File: config.mk
export PLATFORM = sky130hd
export DESIGN_NAME = encoder_8to3_seq_flat
export DESIGN_NICKNAME = d
export VERILOG_FILES = /design/src/rtl/encoder_8to3_seq_if.sv /design/src/rtl/encoder_8to3_seq.sv /design/src/flat_wrapper.sv
export SDC_FILE = /design/constraint.sdc
export NUM_CORES = 1
export LEC_CHECK = 0
export ABC_AREA = 1
export CAP_MARGIN = 30
export CORE_MARGIN = 2
export CORE_UTILIZATION = 41
export CTS_CLUSTER_SIZE = 28
export DETAILED_ROUTE_END_ITERATION = 12
export PLACE_DENSITY = 0.77
export SYNTH_ARGS = -nofsm -noshare
export SYNTH_HDL_FRONTEND = slang
export SYNTH_SLANG_ARGS = --single-unit
File: constraint.sdc
create_clock -name clk -period 1.2 [get_ports clk]
set_input_delay 0.24 -clock clk [delete_from_list [all_inputs] [get_ports clk]]
set_output_delay 0.24 -clock clk [all_outputs]
set_load 0.03 [all_outputs]
File: src/rtl/encoder_8to3_seq_if.sv
// rtl/encoder_8to3_seq_if.sv - request/code handshake bundle for encoder_8to3_seq
//
// Purpose: groups the request inputs and the registered code/handshake
// outputs of encoder_8to3_seq so producer and consumer share one port.
//
// Signals:
//   ENABLE     producer -> encoder  1 = sample usr_input into pending set
//   usr_input  producer -> encoder  8 request lines, bit i requests code i
//   ACK        producer -> encoder  consumer accepts Dout while VALID is high
//   Dout       encoder -> producer  3-bit code of the selected request
//   VALID      encoder -> producer  Dout holds a code awaiting ACK
//   PEND       encoder -> producer  pending-request set
//   OVF        encoder -> producer  sticky overflow flag
//
// Modports: master = stimulus/consumer side, slave = encoder side.

interface encoder_8to3_seq_if;
  logic       ENABLE;
  logic [7:0] usr_input;
  logic       ACK;
  logic [2:0] Dout;
  logic       VALID;
  logic [7:0] PEND;
  logic       OVF;

  modport master (
    output ENABLE, usr_input, ACK,
    input  Dout, VALID, PEND, OVF
  );

  modport slave (
    input  ENABLE, usr_input, ACK,
    output Dout, VALID, PEND, OVF
  );
endinterface

File: src/rtl/encoder_8to3_seq.sv
// rtl/encoder_8to3_seq.sv - sequential 8-to-3 priority encoder with ACK handshake
//
// Purpose: collects multi-hot requests into a sticky pending set and presents
// the highest-priority pending code (bit 7 highest) on Dout with VALID. The
// code is held until ACK, then its pending bit is cleared on the same edge.
//
// Ports:
//   clk    single clock, all state updates on the rising edge
//   rst_n  asynchronous active-low reset
//   bus    encoder_8to3_seq_if.slave (ENABLE, usr_input, ACK in;
//          Dout, VALID, PEND, OVF out, all outputs registered)
//
// Build option: define ENC_OVF_DETECT_EN to enable sticky overflow detection
// (request arriving on an already-pending bit). Without it OVF is tied to 0.

module encoder_8to3_seq (
  input  logic                      clk,
  input  logic                      rst_n,
  encoder_8to3_seq_if.slave         bus
);

  typedef enum logic {
    IDLE = 1'b0,
    HOLD = 1'b1
  } state_t;

  state_t     state_q, state_d;
  logic [2:0] dout_q, dout_d;
  logic [7:0] pend_q, pend_d;
  logic [7:0] clear_mask;

  // Index of the highest set bit; the upward scan lets higher bits overwrite.
  function automatic logic [2:0] prio_index(input logic [7:0] req);
    logic [2:0] idx;
    idx = 3'd0;
    for (int i = 0; i < 8; i++) begin
      if (req[i]) idx = 3'(i);
    end
    return idx;
  endfunction

  always_comb begin
    state_d    = state_q;
    dout_d     = dout_q;
    clear_mask = 8'h00;

    case (state_q)
      IDLE: begin
        // Decision uses the registered pending set, which gives the
        // two-edge request-to-VALID latency and the one-cycle bubble.
        if (|pend_q) begin
          state_d = HOLD;
          dout_d  = prio_index(pend_q);
        end
      end
      HOLD: begin
        if (bus.ACK) begin
          state_d    = IDLE;
          clear_mask = 8'h01 << dout_q;
        end
      end
      default: state_d = IDLE;
    endcase

    // The OR comes after the clear so a fresh request on the bit being
    // acknowledged survives.
    pend_d = pend_q & ~clear_mask;
    if (bus.ENABLE) begin
      pend_d = pend_d | bus.usr_input;
    end
  end

  always_ff @(posedge clk or negedge rst_n) begin
    if (!rst_n) begin
      state_q <= IDLE;
      dout_q  <= 3'd0;
      pend_q  <= 8'h00;
    end else begin
      state_q <= state_d;
      dout_q  <= dout_d;
      pend_q  <= pend_d;
    end
  end

`ifdef ENC_OVF_DETECT_EN
  logic ovf_q;

  always_ff @(posedge clk or negedge rst_n) begin
    if (!rst_n) begin
      ovf_q <= 1'b0;
    end else if (bus.ENABLE && |(bus.usr_input & pend_q & ~clear_mask)) begin
      ovf_q <= 1'b1;
    end
  end

  assign bus.OVF = ovf_q;
`else
  assign bus.OVF = 1'b0;
`endif

  assign bus.Dout  = dout_q;
  assign bus.VALID = (state_q == HOLD);
  assign bus.PEND  = pend_q;

endmodule

File: src/flat_wrapper.sv
// flat-port wrapper written by rule: the top's interface ports become plain ports
module encoder_8to3_seq_flat 
  (clk, rst_n, bus_ENABLE, bus_usr_input, bus_ACK, bus_Dout, bus_VALID, bus_PEND, bus_OVF);
  encoder_8to3_seq_if bus_i ();
  input  logic clk;
  input  logic rst_n;
  input wire logic [$bits(bus_i.ENABLE)-1:0] bus_ENABLE;
  input wire logic [$bits(bus_i.usr_input)-1:0] bus_usr_input;
  input wire logic [$bits(bus_i.ACK)-1:0] bus_ACK;
  output wire logic [$bits(bus_i.Dout)-1:0] bus_Dout;
  output wire logic [$bits(bus_i.VALID)-1:0] bus_VALID;
  output wire logic [$bits(bus_i.PEND)-1:0] bus_PEND;
  output wire logic [$bits(bus_i.OVF)-1:0] bus_OVF;
  assign bus_i.ENABLE = bus_ENABLE;
  assign bus_i.usr_input = bus_usr_input;
  assign bus_i.ACK = bus_ACK;
  assign bus_Dout = bus_i.Dout;
  assign bus_VALID = bus_i.VALID;
  assign bus_PEND = bus_i.PEND;
  assign bus_OVF = bus_i.OVF;
  encoder_8to3_seq u_core (.clk(clk), .rst_n(rst_n), .bus(bus_i));
endmodule
== Yosys cells after proc, flatten, opt, wreduce, memory -nomap -nowiden ==
Cells that the tools add are included.
Word-level totals
  output and inout bits: 13
  RAM bits: 0
  logic and storage cells: 23
  register bits: 12
  ROM bits: 0
  latch bits: 0
  memories kept: 0
Cells by class
  reduce and logical (&&, ||, !) cells: 2
  magnitude comparators: 0
  multipliers: 0
  add/sub/neg operators: 0
  eq/ne operators: 0
  shift-type cells: 1
  mux-type cells: 13
  divide/modulo/power cells: 0
  bitwise gates (word level): 4
Operators with widths (number)
  8-bit 2-to-1 mux: 3
  3-bit 2-to-1 mux: 4
  8-bit bitwise AND: 1
  8-bit NOT: 1
  8-bit OR: 1
  8-bit OR reduction: 1
  1-bit by 3-bit left shift with 8-bit output (first input constant): 1
  2-bit 2-to-1 mux: 2
  1-bit 2-to-1 mux: 3
  1-bit case mux with 2 select lines: 1
  2-bit AND reduction: 1
  1-bit NOT: 1

== Logic depth before layout (Yosys ltp) ==
  depth after elaboration: 7
  gate-level depth with buffers: 9
  depth with buffers taken out: 9

== Worst setup path before layout ==
Ideal clock, no wire load.
  path type: register to register
  from: register u_core.pend_q[5], in the netlist u_core.bus.PEND[5]
  to: register u_core.dout_q[1], in the netlist u_core.bus.Dout[1]
  data arrival time: 1.003 ns
  buffers on the path: 0
  cell stages (with the launch flop): 7
  setup slack: 0.078 ns
  cells stage by stage: dfrtp_1 > nor2_2 > nand3_2 > nand2_4 > nand2_4 > nand2_1 > o21ai_2
Between the ends
  word-level cells in the longest chain between the ends: 3
  elaborated cells on any way between the ends: 5
  classes of those cells: mux: 3; reduce/logical: 2
RTL lines
  start: declaration: line encoder_8to3_seq.sv:29  | logic [7:0] pend_q, pend_d;
  start signal: assignment: line encoder_8to3_seq.sv:81  | pend_q <= pend_d;
  3-bit 2-to-1 mux (3 in a row): line encoder_8to3_seq.sv:37  | if (req[i]) idx = 3'(i);
  end signal: assignment: line encoder_8to3_seq.sv:80  | dout_q <= dout_d;
  end: declaration: line encoder_8to3_seq.sv:28  | logic [2:0] dout_q, dout_d;
Parallel ways exist; a longest one is shown, timed or not.
A chain may end at the register's enable or synchronous reset.

== Worst setup path in the final report ==
  from: register u_core.state_q, in the netlist u_core.bus.VALID
  to: output port bus_VALID
RTL lines
  start: declaration: line encoder_8to3_seq.sv:27  | state_t state_q, state_d;
  start signal: assignment: line encoder_8to3_seq.sv:79  | state_q <= state_d;
  end: declaration: line flat_wrapper.sv:11  | output wire logic [$bits(bus_i.VALID)-1:0] bus_VALID;
No word-level cell between the ends.

==> summary.txt <==
Status
  • Status: finished, final reports clean

Min path
  • Min-Delay Path Class: input port to async pin

Critical path
  • Worst EP arrival: around 0.93 ns
  • Max FO, Critical Path: 4
  • Reg-to-reg endpoint: u_core.bus.Dout[1]$_DFFE_PN0P_
  • Critical Setup Path Class: flip-flop to primary output
  • Worst path buffer plus inverter count: 1
  • Critical path's slowest cell: dfrtp_1
  • Worst r2r path cells: 6
  • Crit. End Element: primary output
  • Crit-path max cell delay: between 0.4 and 0.5 ns
  • Crit-path cells: buf_4
  • Flop-to-flop setup slack: 0.14 ns
  • Worst r2r src: u_core.bus.PEND[5]$_DFF_PN0_
  • Startpoint Class: flip-flop
  • CP delay by family, top: flip-flops
  • WP data required: approximately 0.96 ns

Power and ir drop
  • VDD IR max: around 1.2 mV
  • Power density over the cells: 2630 nW/um2
  • Leak: roughly 0.40 nW

Finish
  • Final cell count without fillers: between 100 and 150
  • Share of layout cells above drive strength 1: roughly 27%
  • Ant. Diodes: 0
  • Fill count: 133
  • Final nets: ~120
  • Layout overhead on the synthesized area: 38.7%

Global route
  • Initial antenna violation count: 0
  • GR Overflow Total: 0
  • First-pass GRT wire length: approximately 2500 um
  • Vias in the first global route: between 500 and 600
  • Gr usage total: roughly 19%
  • Largest net degree at the start of global routing: 13

Floorplanning
  • Die Wd: about 43 um
  • Initial Util: a little over two fifths
  • Io pins: 25
  • FP Rows: 14
  • Core Area: around 1500 um2
  • Die area: about 1800 um2
  • Die height: ~43 um

Placement
  • Placed cell count: roughly 120
  • DP HPWL: 1130 um
  • GPL Wtd Cong: between 0.8 and 0.9
  • # port buffers: 23

Synthesis
  • Syn_nets: between 80 and 90
  • Ys async rst share: 100%
  • Gate Count Post-Synth: 77
  • Post-synth EDFFs: 0
  • Synth area leader: dfrtp_1
  • Top post-synthesis cells by area: dfrtp_1 (49%), nand2_1 (18%), o21ai_1 (6.5%), nand3_2 (4.9%), inv_1 (4.3%)
  • Avg Inst Size Synth: between 8 and 9 um2
  • Synth Flop Type: dfrtp_1
  • Synth top cells by count: nand2_1 (29), dfrtp_1 (12), o21ai_1 (8), inv_1 (7)
  • Yosys cell types: 18
  • Seq/Total Area, Yosys: between 40% and 50%
  • Syn Std Cell Area: slightly above 600 um2
  • Ys Warns: 0
  • Most common cell in the netlist: nand2_1
  • Seq cells post-synth: 12
  • Synth top area share: 48.6%

Timing
  • Final Skew: 0.00102 ns
  • Endpoints failing hold: 0
  • Post-route clock period utilization: between 90% and 100%
  • Slew Limit Fails: 0
  • Fin Hold WS: roughly 0.27 ns
  • Min Tclk post-route: roughly 1.2 ns
  • RSZ-0062 raised after global routing: no
  • FMAX: between 800 and 900 MHz
  • Setup violations, final: 0

Clocking
  • Root Buffer: clkbuf_4
  • Sink Count: 12
  • Bufs on Longest Clock Path: 2
  • Total setup buffers inserted after CTS: 0
  • Cts repair resizes: 0
  • Latest clock arrival within the worst-skew pair: between 0.2 and 0.3 ns
  • # hold bufs at CTS: 0
  • H-tree depth: 1
  • CTS tree: yes
  • Clock transition at the registers of the reported paths: about 0.07 ns
  • CTS buffer count: 3

Drt
  • Pre-antenna DRT Iters: 4
  • Average wire per standard cell: roughly 12 um
  • Total Routed Length: approximately 1400 um
  • DR iter-0 viols: 17
  • Drt drc: 0
  • Via-to-Cell Ratio: around 5
  • DR vias: 580
  • Post-route ant nets: 0

Run
  • Max Cap Violations: 0
routing by layer:
layer,track usage (%),wire [um]
met3,2.55,64
met1,24.1,649
met2,29.1,667
met5,0,0
met4,11.3,32
cells by family after synthesis:
logic type | Yosys count | synth area share [%]
AO/OA/AOI/OAI | 12 | 11.3
other | 1 | 0.607
AND/OR/NAND/NOR | 40 | 31.2
buffers and inverters | 12 | 8.30
flip-flops | 12 | 48.6
cells in the final DEF (no fill, tap or decap):
cell,n
o21ai_2,2
nor2_2,1
o21ai_0,1
o21ai_1,8
nand2_4,2
nand2_1,29
inv_4,1
clkdlybuf4s50_1,11
nor2_1,1
nand3_1,3
inv_2,2
o211ai_1,1
inv_1,7
conb_1,1
buf_4,13
nand2_2,1
nand3_2,3
clkbuf_4,3
dfrtp_1,12
sequential cells by signal (all words and copies together), names as in the netlist:
name / count
u_core.bus.VALID: 1
u_core.bus.Dout: 3
u_core.bus.PEND: 8
through the flow:
step | cell area (um2) | TNS (ns) | util (%) | total power, mW | setup WS (ns)
after floorplan | 618 | 0 | - | 1.57 | 0.0778
after detailed placement | 835 | -0.273 | 57.4 | 2.03 | -0.0592
after global routing | 857 | 0 | 59.0 | 2.42 | 0.00494
after global placement | 835 | -0.189 | 57.4 | 2.01 | -0.0507
final | 857 | 0 | 59.0 | 2.25 | 0.0349
after CTS | 857 | 0 | 59.0 | 2.27 | 0.0264
worst reg2reg max path, stage by stage (launching register included):
cell and delay (ns):
dfrtp_1 0.42, nor2_2 0.15, nand3_2 0.10, nand2_4 0.10, nand2_4 0.07, nand2_1 0.07
o21ai_2 0.05
power breakdown:
group	internal [mW]	switching, mW
registers	0.574	0.208
logic	0.447	0.788
clock network	0.116	0.120
cell type report:
class / count / area (um2) / area share, %
multi-input combinational: 53 / 267 / 31.1
inverter: 10 / 40.0 / 4.67
tap: 16 / 20.0 / 2.34
sequential: 12 / 300 / 35.0
clock buffer: 3 / 22.5 / 2.63
timing repair buffer: 24 / 208 / 24.2
worst max-delay path by stage:
| stage | slack, ns | to | depth (start not counted) | start |
|---|---|---|---|---|
| 2_1_floorplan | 0.08 | u_core.bus.Dout[1]$_DFFE_PN0P_ | 6 | u_core.bus.PEND[5]$_DFF_PN0_ |
| 5_1_grt | 0.005 | bus_VALID | 1 | u_core.bus.VALID$_DFF_PN0_ |
| 3_5_place_dp | -0.06 | u_core.bus.PEND[0]$_DFF_PN0_ | 4 | bus_ACK |
| 4_1_cts | 0.03 | bus_VALID | 1 | u_core.bus.VALID$_DFF_PN0_ |
| 3_3_place_gp | -0.05 | u_core.bus.PEND[0]$_DFF_PN0_ | 4 | bus_ACK |
| 6_report | 0.03 | bus_VALID | 1 | u_core.bus.VALID$_DFF_PN0_ |
Note: power is estimated with default switching activity, not from simulation.
